`config.mk`:
```
export PLATFORM = sky130hd
export DESIGN_NAME = ex_muldiv
export DESIGN_NICKNAME = d
export VERILOG_FILES = /design/src/rtl/ex_muldiv_pkg.sv /design/src/rtl/ex_muldiv_step.sv /design/src/rtl/ex_muldiv.sv
export SDC_FILE = /design/constraint.sdc
export NUM_CORES = 1
export LEC_CHECK = 0
export BUFFER_PORTS_ARGS = -buffer_cell sky130_fd_sc_hd__buf_2
export CAP_MARGIN = 20
export CORE_ASPECT_RATIO = 1.75
export CORE_MARGIN = 3
export CORE_UTILIZATION = 30
export CTS_CLUSTER_DIAMETER = 200
export DETAILED_ROUTE_END_ITERATION = 7
export HOLD_SLACK_MARGIN = 0.06
export PLACE_DENSITY_LB_ADDON = 0.12
export SKIP_CTS_REPAIR_TIMING = 1
export SYNTH_ARGS = -nofsm -noshare
export SYNTH_HDL_FRONTEND = slang
export SYNTH_HIERARCHICAL = 1
export SYNTH_SLANG_ARGS = --single-unit
```
`constraint.sdc`:
```
create_clock -name clk -period 8.97 [get_ports clk]
set_input_delay 1.3455 -clock clk [delete_from_list [all_inputs] [get_ports clk]]
set_output_delay 1.3455 -clock clk [all_outputs]
set_load 0.02 [all_outputs]
```
`src/rtl/ex_muldiv_pkg.sv`:
```
// Shared multiply/divide definitions: op encodings, FSM states, op-class helper.
package ex_muldiv_pkg;

    localparam logic [2:0] MD_NOP   = 3'd0;
    localparam logic [2:0] MD_MULT  = 3'd1;
    localparam logic [2:0] MD_MULTU = 3'd2;
    localparam logic [2:0] MD_DIV   = 3'd3;
    localparam logic [2:0] MD_DIVU  = 3'd4;
    localparam logic [2:0] MD_MTHI  = 3'd5;
    localparam logic [2:0] MD_MTLO  = 3'd6;
    localparam logic [2:0] MD_RSVD  = 3'd7;

    typedef enum logic [1:0] {
        ST_IDLE,
        ST_CALC,
        ST_FIX
    } md_state_e;

    function automatic logic op_is_div(input logic [2:0] op);
        return (op == MD_DIV) || (op == MD_DIVU);
    endfunction

endpackage

```
`src/rtl/ex_muldiv_step.sv`:
```
// One radix-2 iteration: shift-add multiply or restoring shift-subtract divide.
// Multiply: acc = {partial product high, remaining multiplier bits}, opnd = multiplicand.
// Divide:   acc = {partial remainder, remaining dividend / quotient bits}, opnd = divisor.
module muldiv_step #(
    parameter int unsigned WIDTH = 32
) (
    input  logic                   div_mode_i,
    input  logic [2*WIDTH-1:0]     acc_i,
    input  logic [WIDTH-1:0]       opnd_i,
    output logic [2*WIDTH-1:0]     acc_o
);

    logic [WIDTH:0] sum;
    logic [WIDTH:0] rem_sh;
    logic [WIDTH:0] diff;

    // Single iteration; diff[WIDTH] is the borrow of the trial subtraction.
    always_comb begin
        sum    = {1'b0, acc_i[2*WIDTH-1:WIDTH]} + (acc_i[0] ? {1'b0, opnd_i} : '0);
        rem_sh = {acc_i[2*WIDTH-1:WIDTH], acc_i[WIDTH-1]};
        diff   = rem_sh - {1'b0, opnd_i};
        acc_o  = {sum, acc_i[WIDTH-1:1]};
        if (div_mode_i) begin
            if (!diff[WIDTH]) begin
                acc_o = {diff[WIDTH-1:0], acc_i[WIDTH-2:0], 1'b1};
            end else begin
                acc_o = {rem_sh[WIDTH-1:0], acc_i[WIDTH-2:0], 1'b0};
            end
        end
    end

endmodule

```
`src/rtl/ex_muldiv.sv`:
```
// EX-stage iterative multiply/divide unit owning the architectural HI/LO registers.
module ex_muldiv
    import ex_muldiv_pkg::*;
#(
    parameter int unsigned WIDTH = 32
) (
    input  logic             clk,
    input  logic             rst_n,
    input  logic             op_valid_i,
    input  logic [2:0]       op_i,
    input  logic             flush_i,
    input  logic             hilo_read_i,
    input  logic [WIDTH-1:0] rs_data_i,
    input  logic [WIDTH-1:0] rt_data_i,
    output logic [WIDTH-1:0] hi_o,
    output logic [WIDTH-1:0] lo_o,
    output logic             busy_o,
    output logic             stall_o
);

    localparam int unsigned      CNT_W    = $clog2(WIDTH);
    localparam logic [CNT_W-1:0] CNT_LAST = CNT_W'(WIDTH - 1);

    md_state_e          state_q, state_d;
    logic [CNT_W-1:0]   cnt_q, cnt_d;
    logic [2*WIDTH-1:0] acc_q, acc_d;
    logic [WIDTH-1:0]   opnd_q, opnd_d;
    logic [WIDTH-1:0]   raw_rs_q, raw_rs_d;
    logic               is_div_q, is_div_d;
    logic               divz_q, divz_d;
    logic               qsign_q, qsign_d;
    logic               rsign_q, rsign_d;
    logic [WIDTH-1:0]   hi_q, hi_d;
    logic [WIDTH-1:0]   lo_q, lo_d;

    logic               accept;
    logic               op_signed;
    logic [WIDTH-1:0]   rs_mag;
    logic [WIDTH-1:0]   rt_mag;
    logic [2*WIDTH-1:0] prod;
    logic [2*WIDTH-1:0] step_acc;

    muldiv_step #(
        .WIDTH (WIDTH)
    ) u_step (
        .div_mode_i (is_div_q),
        .acc_i      (acc_q),
        .opnd_i     (opnd_q),
        .acc_o      (step_acc)
    );

    // Next-state, operand latching, iteration and HI/LO commit.
    always_comb begin
        state_d   = state_q;
        cnt_d     = cnt_q;
        acc_d     = acc_q;
        opnd_d    = opnd_q;
        raw_rs_d  = raw_rs_q;
        is_div_d  = is_div_q;
        divz_d    = divz_q;
        qsign_d   = qsign_q;
        rsign_d   = rsign_q;
        hi_d      = hi_q;
        lo_d      = lo_q;
        prod      = '0;

        accept    = (state_q == ST_IDLE) && op_valid_i && !flush_i &&
                    (op_i != MD_NOP) && (op_i != MD_RSVD);
        op_signed = (op_i == MD_MULT) || (op_i == MD_DIV);
        rs_mag    = (op_signed && rs_data_i[WIDTH-1]) ? -rs_data_i : rs_data_i;
        rt_mag    = (op_signed && rt_data_i[WIDTH-1]) ? -rt_data_i : rt_data_i;

        case (state_q)
            ST_IDLE: begin
                if (accept) begin
                    case (op_i)
                        MD_MTHI: hi_d = rs_data_i;
                        MD_MTLO: lo_d = rs_data_i;
                        MD_MULT, MD_MULTU, MD_DIV, MD_DIVU: begin
                            is_div_d = op_is_div(op_i);
                            // Divide iterates on the dividend, multiply on the multiplier.
                            if (op_is_div(op_i)) begin
                                acc_d  = {{WIDTH{1'b0}}, rs_mag};
                                opnd_d = rt_mag;
                            end else begin
                                acc_d  = {{WIDTH{1'b0}}, rt_mag};
                                opnd_d = rs_mag;
                            end
                            raw_rs_d = rs_data_i;
                            divz_d   = op_is_div(op_i) && (rt_data_i == '0);
                            qsign_d  = op_signed && (rs_data_i[WIDTH-1] ^ rt_data_i[WIDTH-1]);
                            rsign_d  = op_signed && rs_data_i[WIDTH-1];
                            cnt_d    = '0;
                            state_d  = ST_CALC;
                        end
                        default: ;
                    endcase
                end
            end
            ST_CALC: begin
                acc_d = step_acc;
                cnt_d = cnt_q + 1'b1;
                if (cnt_q == CNT_LAST) begin
                    state_d = ST_FIX;
                end
            end
            ST_FIX: begin
                if (is_div_q) begin
                    if (divz_q) begin
                        hi_d = raw_rs_q;
                        lo_d = '1;
                    end else begin
                        hi_d = rsign_q ? -acc_q[2*WIDTH-1:WIDTH] : acc_q[2*WIDTH-1:WIDTH];
                        lo_d = qsign_q ? -acc_q[WIDTH-1:0] : acc_q[WIDTH-1:0];
                    end
                end else begin
                    prod = qsign_q ? -acc_q : acc_q;
                    hi_d = prod[2*WIDTH-1:WIDTH];
                    lo_d = prod[WIDTH-1:0];
                end
                state_d = ST_IDLE;
            end
            default: state_d = ST_IDLE;
        endcase
    end

    // State and datapath registers, cleared asynchronously.
    always_ff @(posedge clk or negedge rst_n) begin
        if (!rst_n) begin
            state_q  <= ST_IDLE;
            cnt_q    <= '0;
            acc_q    <= '0;
            opnd_q   <= '0;
            raw_rs_q <= '0;
            is_div_q <= 1'b0;
            divz_q   <= 1'b0;
            qsign_q  <= 1'b0;
            rsign_q  <= 1'b0;
            hi_q     <= '0;
            lo_q     <= '0;
        end else begin
            state_q  <= state_d;
            cnt_q    <= cnt_d;
            acc_q    <= acc_d;
            opnd_q   <= opnd_d;
            raw_rs_q <= raw_rs_d;
            is_div_q <= is_div_d;
            divz_q   <= divz_d;
            qsign_q  <= qsign_d;
            rsign_q  <= rsign_d;
            hi_q     <= hi_d;
            lo_q     <= lo_d;
        end
    end

    assign hi_o    = hi_q;
    assign lo_o    = lo_q;
    assign busy_o  = (state_q != ST_IDLE);
    assign stall_o = busy_o && (op_valid_i || hilo_read_i);

endmodule
```
## After elaboration in Yosys (flattened, before gate mapping)

Cells that the tools add are included.

| storage, ports and cells | value |
|---|---|
| register bits after elaboration | 203 |
| latch bits | 0 |
| memory bits (writable) | 0 |
| bits in read-only memories | 0 |
| output and inout port bits | 66 |
| memories kept | 0 |

| operators by class | value |
|---|---|
| add/subtract/negate cells | 8 |
| multipliers | 0 |
| divide/modulo/power cells | 0 |
| magnitude comparators | 0 |
| eq/ne operators | 15 |
| shifts and indexed selects | 0 |
| muxes and demuxes | 30 |
| bitwise operators | 1 |
| reduce and logical (&&, ||, !) cells | 25 |

Operators by type and width:

| cell | number |
|---|---|
| 2-to-1 mux 32 bit | 15 |
| 2-to-1 mux 64 bit | 5 |
| negator 32 bit | 4 |
| one-hot mux 32 bit (2 select lines) | 2 |
| one-hot mux 64 bit (2 select lines) | 1 |
| negator 64 bit | 1 |
| adder 32 x 33 -> 33 bit | 1 |
| subtractor 33 x 32 -> 33 bit | 1 |
| logical NOT 32 bit | 1 |
| AND reduction 3 bit | 5 |
| 2-to-1 mux 5 bit | 2 |
| one-hot mux 5 bit (2 select lines) | 1 |
| equality test 3 bit (second input constant) | 3 |
| logical AND 1 bit | 9 |
| equality test 3 x 2 -> 1 bit (second input constant) | 2 |
| 2-to-1 mux 2 bit | 3 |
| != test 2 x 1 -> 1 bit (second input constant) | 3 |
| nonzero test 2 bit | 3 |
| adder 5 x 1 -> 5 bit (second input constant) | 1 |
| equality test 5 bit (second input constant) | 1 |
| != test 2 bit (second input constant) | 2 |
| one-hot mux 2 bit (2 select lines) | 1 |
| OR reduction 4 bit | 1 |
| equality test 3 x 1 -> 1 bit (second input constant) | 1 |
| other kinds (8) | 10 |

## Longest topological paths before layout

Gate-level depths: netlist of run 1.

| depth | value |
|---|---|
| word-level depth | 8 |
| gate-level depth with buffers | 14 |

## Cells and area by module

The synthesis of run 1 kept the hierarchy.

By module, submodules not included:

| module | instances | cells an instance | area each (um^2) | seq. area each (um^2) |
|---|---|---|---|---|
| ex_muldiv | 1 | 1556 | 13071.3 | 5079.9 |
| muldiv_step | 1 | 663 | 4590.7 | 0.0 |

## Worst setup path after synthesis of run 1

Ideal clock, no wire load.

| path | value |
|---|---|
| kind | input-to-reg |
| from | in rs_data_i[16] |
| to | reg opnd_q[28] |
| data arrival time | 3312 ps |
| required time | 8866 ps |
| setup slack | 5554 ps |
| cell stages on the path | 7 |
| path buffers | 1 |
| cells stage by stage | clkbuf_1 > or4_1 > or3_1 > nor4_1 > a21oi_1 > xnor2_1 > a221oi_1 |

| on the way | value |
|---|---|
| word-level cells in the longest chain between the ends | 3 |

Ends and longest elaborated chain:

| what | line | RTL |
|---|---|---|
| start, declared | ex_muldiv.sv:13 | `input logic [WIDTH-1:0] rs_data_i,` |
| negator 32 bit | ex_muldiv.sv:70 | `rs_mag = (op_signed && rs_data_i[WIDTH-1]) ? -rs_data_i : rs_data_i;` |
| 2-to-1 mux 32 bit | ex_muldiv.sv:70 |  |
| 2-to-1 mux 32 bit | ex_muldiv.sv:82 | `if (op_is_div(op_i)) begin` |
| end signal, assigned | ex_muldiv.sv:145 | `opnd_q <= opnd_d;` |
| end, declared | ex_muldiv.sv:27 | `logic [WIDTH-1:0] opnd_q, opnd_d;` |

Every way passes these cells.
A chain may end at the register's enable or synchronous reset.

## Final worst setup path of run 1

| path | value |
|---|---|
| from | reg acc_q[0] |
| to | reg lo_q[28], in the netlist lo_o[28] |

| on the way | value |
|---|---|
| word-level cells in the longest chain between the ends | 5 |

Ends and longest elaborated chain:

| what | line | RTL |
|---|---|---|
| start, declared | ex_muldiv.sv:26 | `logic [2*WIDTH-1:0] acc_q, acc_d;` |
| start signal, assigned | ex_muldiv.sv:132 | `acc_q <= '0;` |
| start signal, assigned | ex_muldiv.sv:144 | `acc_q <= acc_d;` |
| negator 32 bit | ex_muldiv.sv:114 | `lo_d = qsign_q ? -acc_q[WIDTH-1:0] : acc_q[WIDTH-1:0];` |
| 2-to-1 mux 32 bit | ex_muldiv.sv:114 |  |
| 2-to-1 mux 32 bit | ex_muldiv.sv:109 | `if (divz_q) begin` |
| 2-to-1 mux 32 bit * | ex_muldiv.sv:108 | `if (is_div_q) begin` |
| one-hot mux 32 bit (2 select lines) * | ex_muldiv.sv:73 | `case (state_q)` |
| end signal, assigned | ex_muldiv.sv:152 | `lo_q <= lo_d;` |
| end, declared | ex_muldiv.sv:34 | `logic [WIDTH-1:0] lo_q, lo_d;` |

Mark *: on every way between the ends. The rest lies on a longest branch, timed or not.

==> impl_metrics.json, run 1 <==
{
  "status": "complete, no violations",
  "drive_gt1_share_pct": 13.7,
  "async_reset_ff_share_pct": 100,
  "io-pin-count": 138,
  "clock_latency_ns": 0.57,
  "worst-path-max-fanout": 33,
  "grt_pass1_vias": 18400,
  "worstMarginPinSlew_ns": 1.13,
  "antenna_left": 0,
  "drc": 0,
  "place.gp.congestion": 0.958,
  "avgSynthCellArea_sq_um": 7.96,
  "power_density_nw_per_um2": 431,
  "fp.dieArea_sq_um": 61900,
  "grt_setup_unrepaired": "no",
  "p_leak_nw": 8.19,
  "finalSetupViolations": 0,
  "syn_area_sq_um": 17700,
  "antenna_found_initial": 1,
  "end_kind": "flip-flop",
  "synth_top_family_by_area": "compound AO/OA/AOI/OAI gates",
  "path_class": "reg2reg",
  "final_common_cell": "nand2_1",
  "synth-adder-area-share_pct": 5.19,
  "dr_total_vias": 18400,
  "clk_pin_slew_worst_paths_ns": 0.07,
  "final_cell_mix": "nand2_1, dfrtp_1, o21ai_0",
  "synth_edf_count": 0,
  "synth_warnings": 6,
  "fp.dieH_um": 327,
  "synth-compound-area-share_pct": 27.5,
  "finalSetupTns_ns": 0,
  "start_util_pct": 30.3,
  "synth_fp_nets": 2363,
  "crit_path_start_kind": "flip-flop",
  "die_width_um": 189,
  "grt_overflow_total": 0,
  "grt_pass1_wl_um": 127000,
  "fin_skew_ns": 0.0333,
  "grtUsageTotal_pct": 27.5,
  "slew_violations": 0,
  "route.detailed.wl_per_inst_um": 28.9,
  "whs_ns": 0.480,
  "hold_path_class": "reg2reg",
  "crit_required_ns": 9.48,
  "layout.nets": 2398,
  "cts_tree": "done",
  "cts_max_level": 1,
  "post-place-ws_ns": 4.56,
  "synth-seq-area-share_pct": 28.8,
  "grt_max_degree": 156,
  "timing.fmax_mhz": 225,
  "period_needed_ns": 4.45,
  "synth_cell_type_count": 90,
  "coreArea_sq_um": 58300,
  "syn2layout_area_growth_pct": 12.6,
  "finalPower_w": 0.00858,
  "cts_root_buf": "clkbuf_16",
  "min_period_over_period_pct": 49.6,
  "max_slew_margin_pct": 25.0,
  "rows": 117,
  "clock_sinks": 203,
  "dr.pass1.iters": 8,
  "postSynthCellCount": 2219,
  "synth_xor_area_share_pct": 8.13,
  "hpwl_um": 66100,
  "cts_buffers": 24,
  "cp.arrival_ns": 4.95,
  "max-vdd-ir-drop_mv": 0.187,
  "final_util_pct": 34.1,
  "synthMuxAreaShare_pct": 4.26,
  "maxCapViolCount": 0,
  "drt_iter0_drc": 1565,
  "clockBufferDepth": 3,
  "wirelength_um": 88000,
  "synth-main-ff-cell": "dfrtp_1",
  "hold_viol": 0,
  "yosys.area_share.simple_pct": 20.8,
  "io_buffers": 137,
  "ys_ff_latch": 203,
  "layout_setup_ws_ns": 4.52,
  "vias_per_cell": 6.06
}
cells by family (layout without fill, tap and decap cells):
logic type,count (synthesis),count (layout)
other cells,0,1
flops,203,203
mux,70,70
simple gates,765,765
compound gates,709,709
buf+inv,239,289
fa+ha+maj,72,72
xor+xnor,161,161
where the power goes:
part	total, W	switching, W	leakage [nW]	internal (W)
clock	0.00111	0.000458	0.408	0.000649
combinational	0.00535	0.00322	5.26	0.00212
sequential	0.00213	0.000798	2.52	0.00133
total	0.00858	0.00448	8.19	0.00410
worst paths after layout:
check / start / end / depth (start not counted) / slack [ns]
setup reg to reg: acc_q[0]$_DFFE_PN0P_ / lo_o[28]$_DFFE_PN0P_ / 9 / 4.52
min in group asynchronous: rst_n / acc_q[36]$_DFFE_PN0P_ / 1 / 0.70
hold reg to reg: raw_rs_q[7]$_DFFE_PN0P_ / raw_rs_q[7]$_DFFE_PN0P_ / 2 / 0.48
hold / removal: raw_rs_q[7]$_DFFE_PN0P_ / raw_rs_q[7]$_DFFE_PN0P_ / 2 / 0.48
max in group asynchronous: rst_n / lo_o[6]$_DFFE_PN0P_ / 2 / 6.86
setup / recovery: acc_q[0]$_DFFE_PN0P_ / lo_o[28]$_DFFE_PN0P_ / 9 / 4.52
through the flow:
stage | area [sq um] | std cells
global route | 19900 | 3042
floorplan | 17700 | 2219
CTS | 19900 | 3042
global placement | 19000 | 3000
detailed placement | 19000 | 3001
finish | 19900 | 3043
synth_stat cells, types with 21 or more instances:
cell type | instances | area share, %
ha_1 | 70 | 5.0
o31ai_1 | 37 | 1.6
xnor2_1 | 98 | 4.9
a21o_1 | 29 | 1.2
nor4_1 | 31 | 1.1
or3_1 | 29 | 1.0
xor2_1 | 61 | 3.0
o221ai_1 | 37 | 1.8
o21ai_0 | 159 | 4.5
buf_1 | 21 | 0.45
nand2_1 | 302 | 6.4
o211ai_1 | 21 | 0.89
nand4_1 | 23 | 0.81
nor2_1 | 134 | 2.8
and2_1 | 39 | 1.4
a31oi_1 | 50 | 1.8
mux2_2 | 42 | 2.7
a21oi_1 | 111 | 3.1
nand3_1 | 44 | 1.2
clkbuf_1 | 132 | 2.8
inv_1 | 68 | 1.4
a22oi_1 | 32 | 1.4
dfrtp_1 | 203 | 29
nor3_1 | 51 | 1.4
o22ai_1 | 40 | 1.4
mux2i_1 | 28 | 1.6
a22o_1 | 40 | 2.0
worst max-delay path, stage by stage (launching register included):
cell and delay, ns:
dfrtp_1 0.72, buf_4 0.36, inv_1 0.07, ha_1 0.18, or3b_2 0.54, or4_4 0.66, nor3_1 0.62, nor3_1 0.14
a2111oi_0 0.96, a21o_1 0.14
final cells by class:
cell class | count | area [sq um]
clock inverter | 10 | 169
inverter | 69 | 259
antenna | 1 | 2.50
multi-input combinational | 1777 | 11700
sequential | 203 | 5080
tap | 773 | 967
fill | 6305 | 38400
clock buffer | 31 | 678
timing repair buffer | 179 | 1040
routing by layer:
metal	global-route usage, %	wire length, um	vias to the layer above
met3	3.28	4360	258
met2	49.6	44800	837
met1	29.9	31700	9074
met5	0	13	-
li1	-	-	8271
met4	18.3	7140	2
state kept, by name (all words and copies together), names as in the netlist:
register and count:
hi_o 32, lo_o 32, state_q 2, acc_q 64, raw_rs_q 32, cnt_q 5
divz_q 1, opnd_q 32, is_div_q 1, rsign_q 1, qsign_q 1
Note: power is estimated with default switching activity, not from simulation.
==> run 2: changes to the inputs <==
--- a/config.mk
+++ b/config.mk
@@ -5,6 +5,7 @@
 export SDC_FILE = /design/constraint.sdc
 export NUM_CORES = 1
 export LEC_CHECK = 0
+export ABC_AREA = 1
 export BUFFER_PORTS_ARGS = -buffer_cell sky130_fd_sc_hd__buf_2
 export CAP_MARGIN = 20
 export CORE_ASPECT_RATIO = 1.75
==> constraint.sdc (replaced) <==
create_clock -name clk -period 3.95 [get_ports clk]
set_input_delay 0.5925 -clock clk [delete_from_list [all_inputs] [get_ports clk]]
set_output_delay 0.5925 -clock clk [all_outputs]
set_load 0.02 [all_outputs]
==> impl_metrics.json, run 2 <==
{
  "status": "complete, no violations",
  "cp.arrival_ns": 3.80,
  "dr_total_vias": 23200,
  "top_register": "acc_q",
  "internal_power_w": 0.00906,
  "clock_latency_ns": 0.57,
  "crit_path_start_kind": "flip-flop",
  "rows": 125,
  "crit_required_ns": 4.37,
  "grtUsageTotal_pct": 31.0,
  "coreArea_sq_um": 66600,
  "io-pin-count": 138,
  "maxCapViolCount": 0,
  "slew_violations": 0,
  "cts_max_level": 1,
  "grt_setup_unrepaired": "no",
  "min_period_over_period_pct": 85.6,
  "dr.pass1.iters": 6,
  "die_width_um": 202,
  "whs_ns": 0.0838,
  "yosysMostFrequentCell": "nand2_1",
  "fp.dieH_um": 350,
  "drc": 0,
  "cts_tree": "done",
  "grt_pass1_vias": 23700,
  "grt_overflow_total": 0,
  "cts_buffers": 22,
  "switchingPower_w": 0.0142,
  "layout.nets": 3642,
  "vias_per_cell": 5.26,
  "async_reset_ff_share_pct": 100,
  "synth_top_area_share_pct": 25.1,
  "nFillCells": 7770,
  "clockPowerShare_pct": 10.5,
  "postSynthCellCount": 3408,
  "period_needed_ns": 3.38,
  "worstMarginPinSlew_ns": 0.947,
  "ff_latch_area_sq_um": 5080,
  "hold_viol": 0,
  "io_buffers": 137,
  "wirelength_um": 112000,
  "switching_share_pct": 61.1,
  "p_seq_share_pct": 20.6,
  "synth_warnings": 6,
  "synth_cell_type_count": 61,
  "antenna_left": 0,
  "path_class": "reg2reg",
  "p_comb_share_pct": 68.9,
  "synth-seq-area-share_pct": 25.1,
  "fp.dieArea_sq_um": 70800,
  "route.detailed.wl_per_inst_um": 25.4,
  "clk_pin_slew_worst_paths_ns": 0.07,
  "avgSynthCellArea_sq_um": 5.95,
  "grt_max_degree": 91,
  "met3_length_um": 4500,
  "ys_ff_latch": 203,
  "worst-path-max-fanout": 16,
  "clockBufferDepth": 3,
  "fin_skew_ns": 0.0303,
  "ys_top_cells_by_area": "dfrtp_1, nand2_1, nor2_1",
  "power_density_nw_per_um2": 1030,
  "final_common_cell": "nand2_1",
  "highest_layer": "met4",
  "synth_edf_count": 0,
  "hpwl_um": 92000,
  "synth_top_area_cell": "dfrtp_1",
  "max-vdd-ir-drop_mv": 0.493,
  "synth_fp_nets": 3552,
  "grt_pass1_wl_um": 161000,
  "wl_met1_um": 37000,
  "finalSetupTns_ns": 0,
  "max_slew_margin_pct": 36.2,
  "largest_reg_flops": 64,
  "syn2layout_area_growth_pct": 11.9,
  "p_leak_nw": 11.6,
  "final_util_pct": 34.0,
  "hold_path_class": "in2async",
  "timing.fmax_mhz": 296,
  "final_cell_mix": "nand2_1, nor2_1, inv_1",
  "syn_area_sq_um": 20300,
  "multiInputGateArea_sq_um": 13100,
  "layout_setup_ws_ns": 0.569,
  "start_util_pct": 30.4,
  "drive_gt1_share_pct": 9.73,
  "place.gp.congestion": 1.03,
  "end_kind": "flip-flop",
  "synth_common_cells": "nand2_1, nor2_1, inv_1",
  "clock_sinks": 203,
  "dr_wl_met2_um": 57600,
  "drt_iter0_drc": 1579,
  "finalSetupViolations": 0,
  "cts_root_buf": "clkbuf_16",
  "antenna_found_initial": 5,
  "synth-main-ff-cell": "dfrtp_1",
  "post-place-ws_ns": 0.660
}
[run 2: cell count changes in the layout (fill, tap and decap cells not counted), sizes merged, moves of 35 or more]
cell,before,now
a22o,40,5
inv,70,409
mux2,42,0
o22ai,40,0
nand2,302,1143
a21oi,114,180
xnor2,99,13
o21ai,165,266
a31oi,51,7
o31ai,37,0
nor2,134,473
nand3,44,274
[run 2: cell type report]
type	count	share of cell area, %
flip-flops and latches	203	22.4
multi-input cells	2681	57.6
repair buffers	178	4.64
inverters	412	6.83
well taps	889	4.90
diodes	1	0.0110
clock inverters	14	1.03
clock buffers	26	2.58
[run 2: kinds of logic after synthesis]
group | count (synthesis) | share of synthesized area, %
compound gates | 527 | 14.5
simple gates | 2008 | 42.1
xor+xnor | 74 | 3.20
flops | 203 | 25.1
buf+inv | 524 | 10.6
fa+ha+maj | 72 | 4.52
[run 2: layer usage]
layer,vias to the layer above,GRT usage (%)
met5,-,0
met4,0,27.8
met3,333,3.55
met2,781,57.9
met1,10900,29.5
li1,11100,-
[run 2: path summary, 6_finish.rpt]
path,start,to,slack (ns),depth (start not counted)
setup / recovery,acc_q[31]$_DFFE_PN0P_,acc_q[62]$_DFFE_PN0P_,0.57,19
hold / removal,rst_n,acc_q[56]$_DFFE_PN0P_,0.08,1
setup reg to reg,acc_q[31]$_DFFE_PN0P_,acc_q[62]$_DFFE_PN0P_,0.57,19
hold reg to reg,raw_rs_q[11]$_DFFE_PN0P_,raw_rs_q[11]$_DFFE_PN0P_,0.49,2
max in group asynchronous,rst_n,lo_o[12]$_DFFE_PN0P_,2.98,2
min in group clk,rs_data_i[1],lo_o[1]$_DFFE_PN0P_,0.33,3
[run 2: power groups by stage]
stage                     logic, W  registers (W)  clock network [W]
after floorplan             0.0101        0.00415                  0
after global placement      0.0159        0.00475                  0
after detailed placement    0.0158        0.00474                  0
after CTS                   0.0159        0.00471            0.00249
after global routing        0.0176        0.00483            0.00255
final                       0.0160        0.00478            0.00245
[run 2: through the flow]
step                      cells  power [W]  area [sq um]
after floorplan            3408     0.0142         20300
after global placement     4363     0.0206         21900
after detailed placement   4363     0.0205         21900
after CTS                  4403     0.0231         22700
after global routing       4403     0.0250         22700
final                      4404     0.0233         22700
[run 2: worst max-delay path, stage by stage (launching register included)]
cell and delay (ns):
dfrtp_1 0.51, inv_1 0.14, ha_1 0.26, fa_1 0.44, inv_1 0.10, nand2_1 0.06, nand2_1 0.08, nand3_1 0.09
nand2_2 0.14, nand2_2 0.08, nand2_4 0.08, nand2_4 0.08, nand2_4 0.11, nand2_4 0.13, nand3_1 0.36, nand2_1 0.14
nand2_1 0.18, nand2_1 0.08, nand2_1 0.06, o21ai_0 0.09
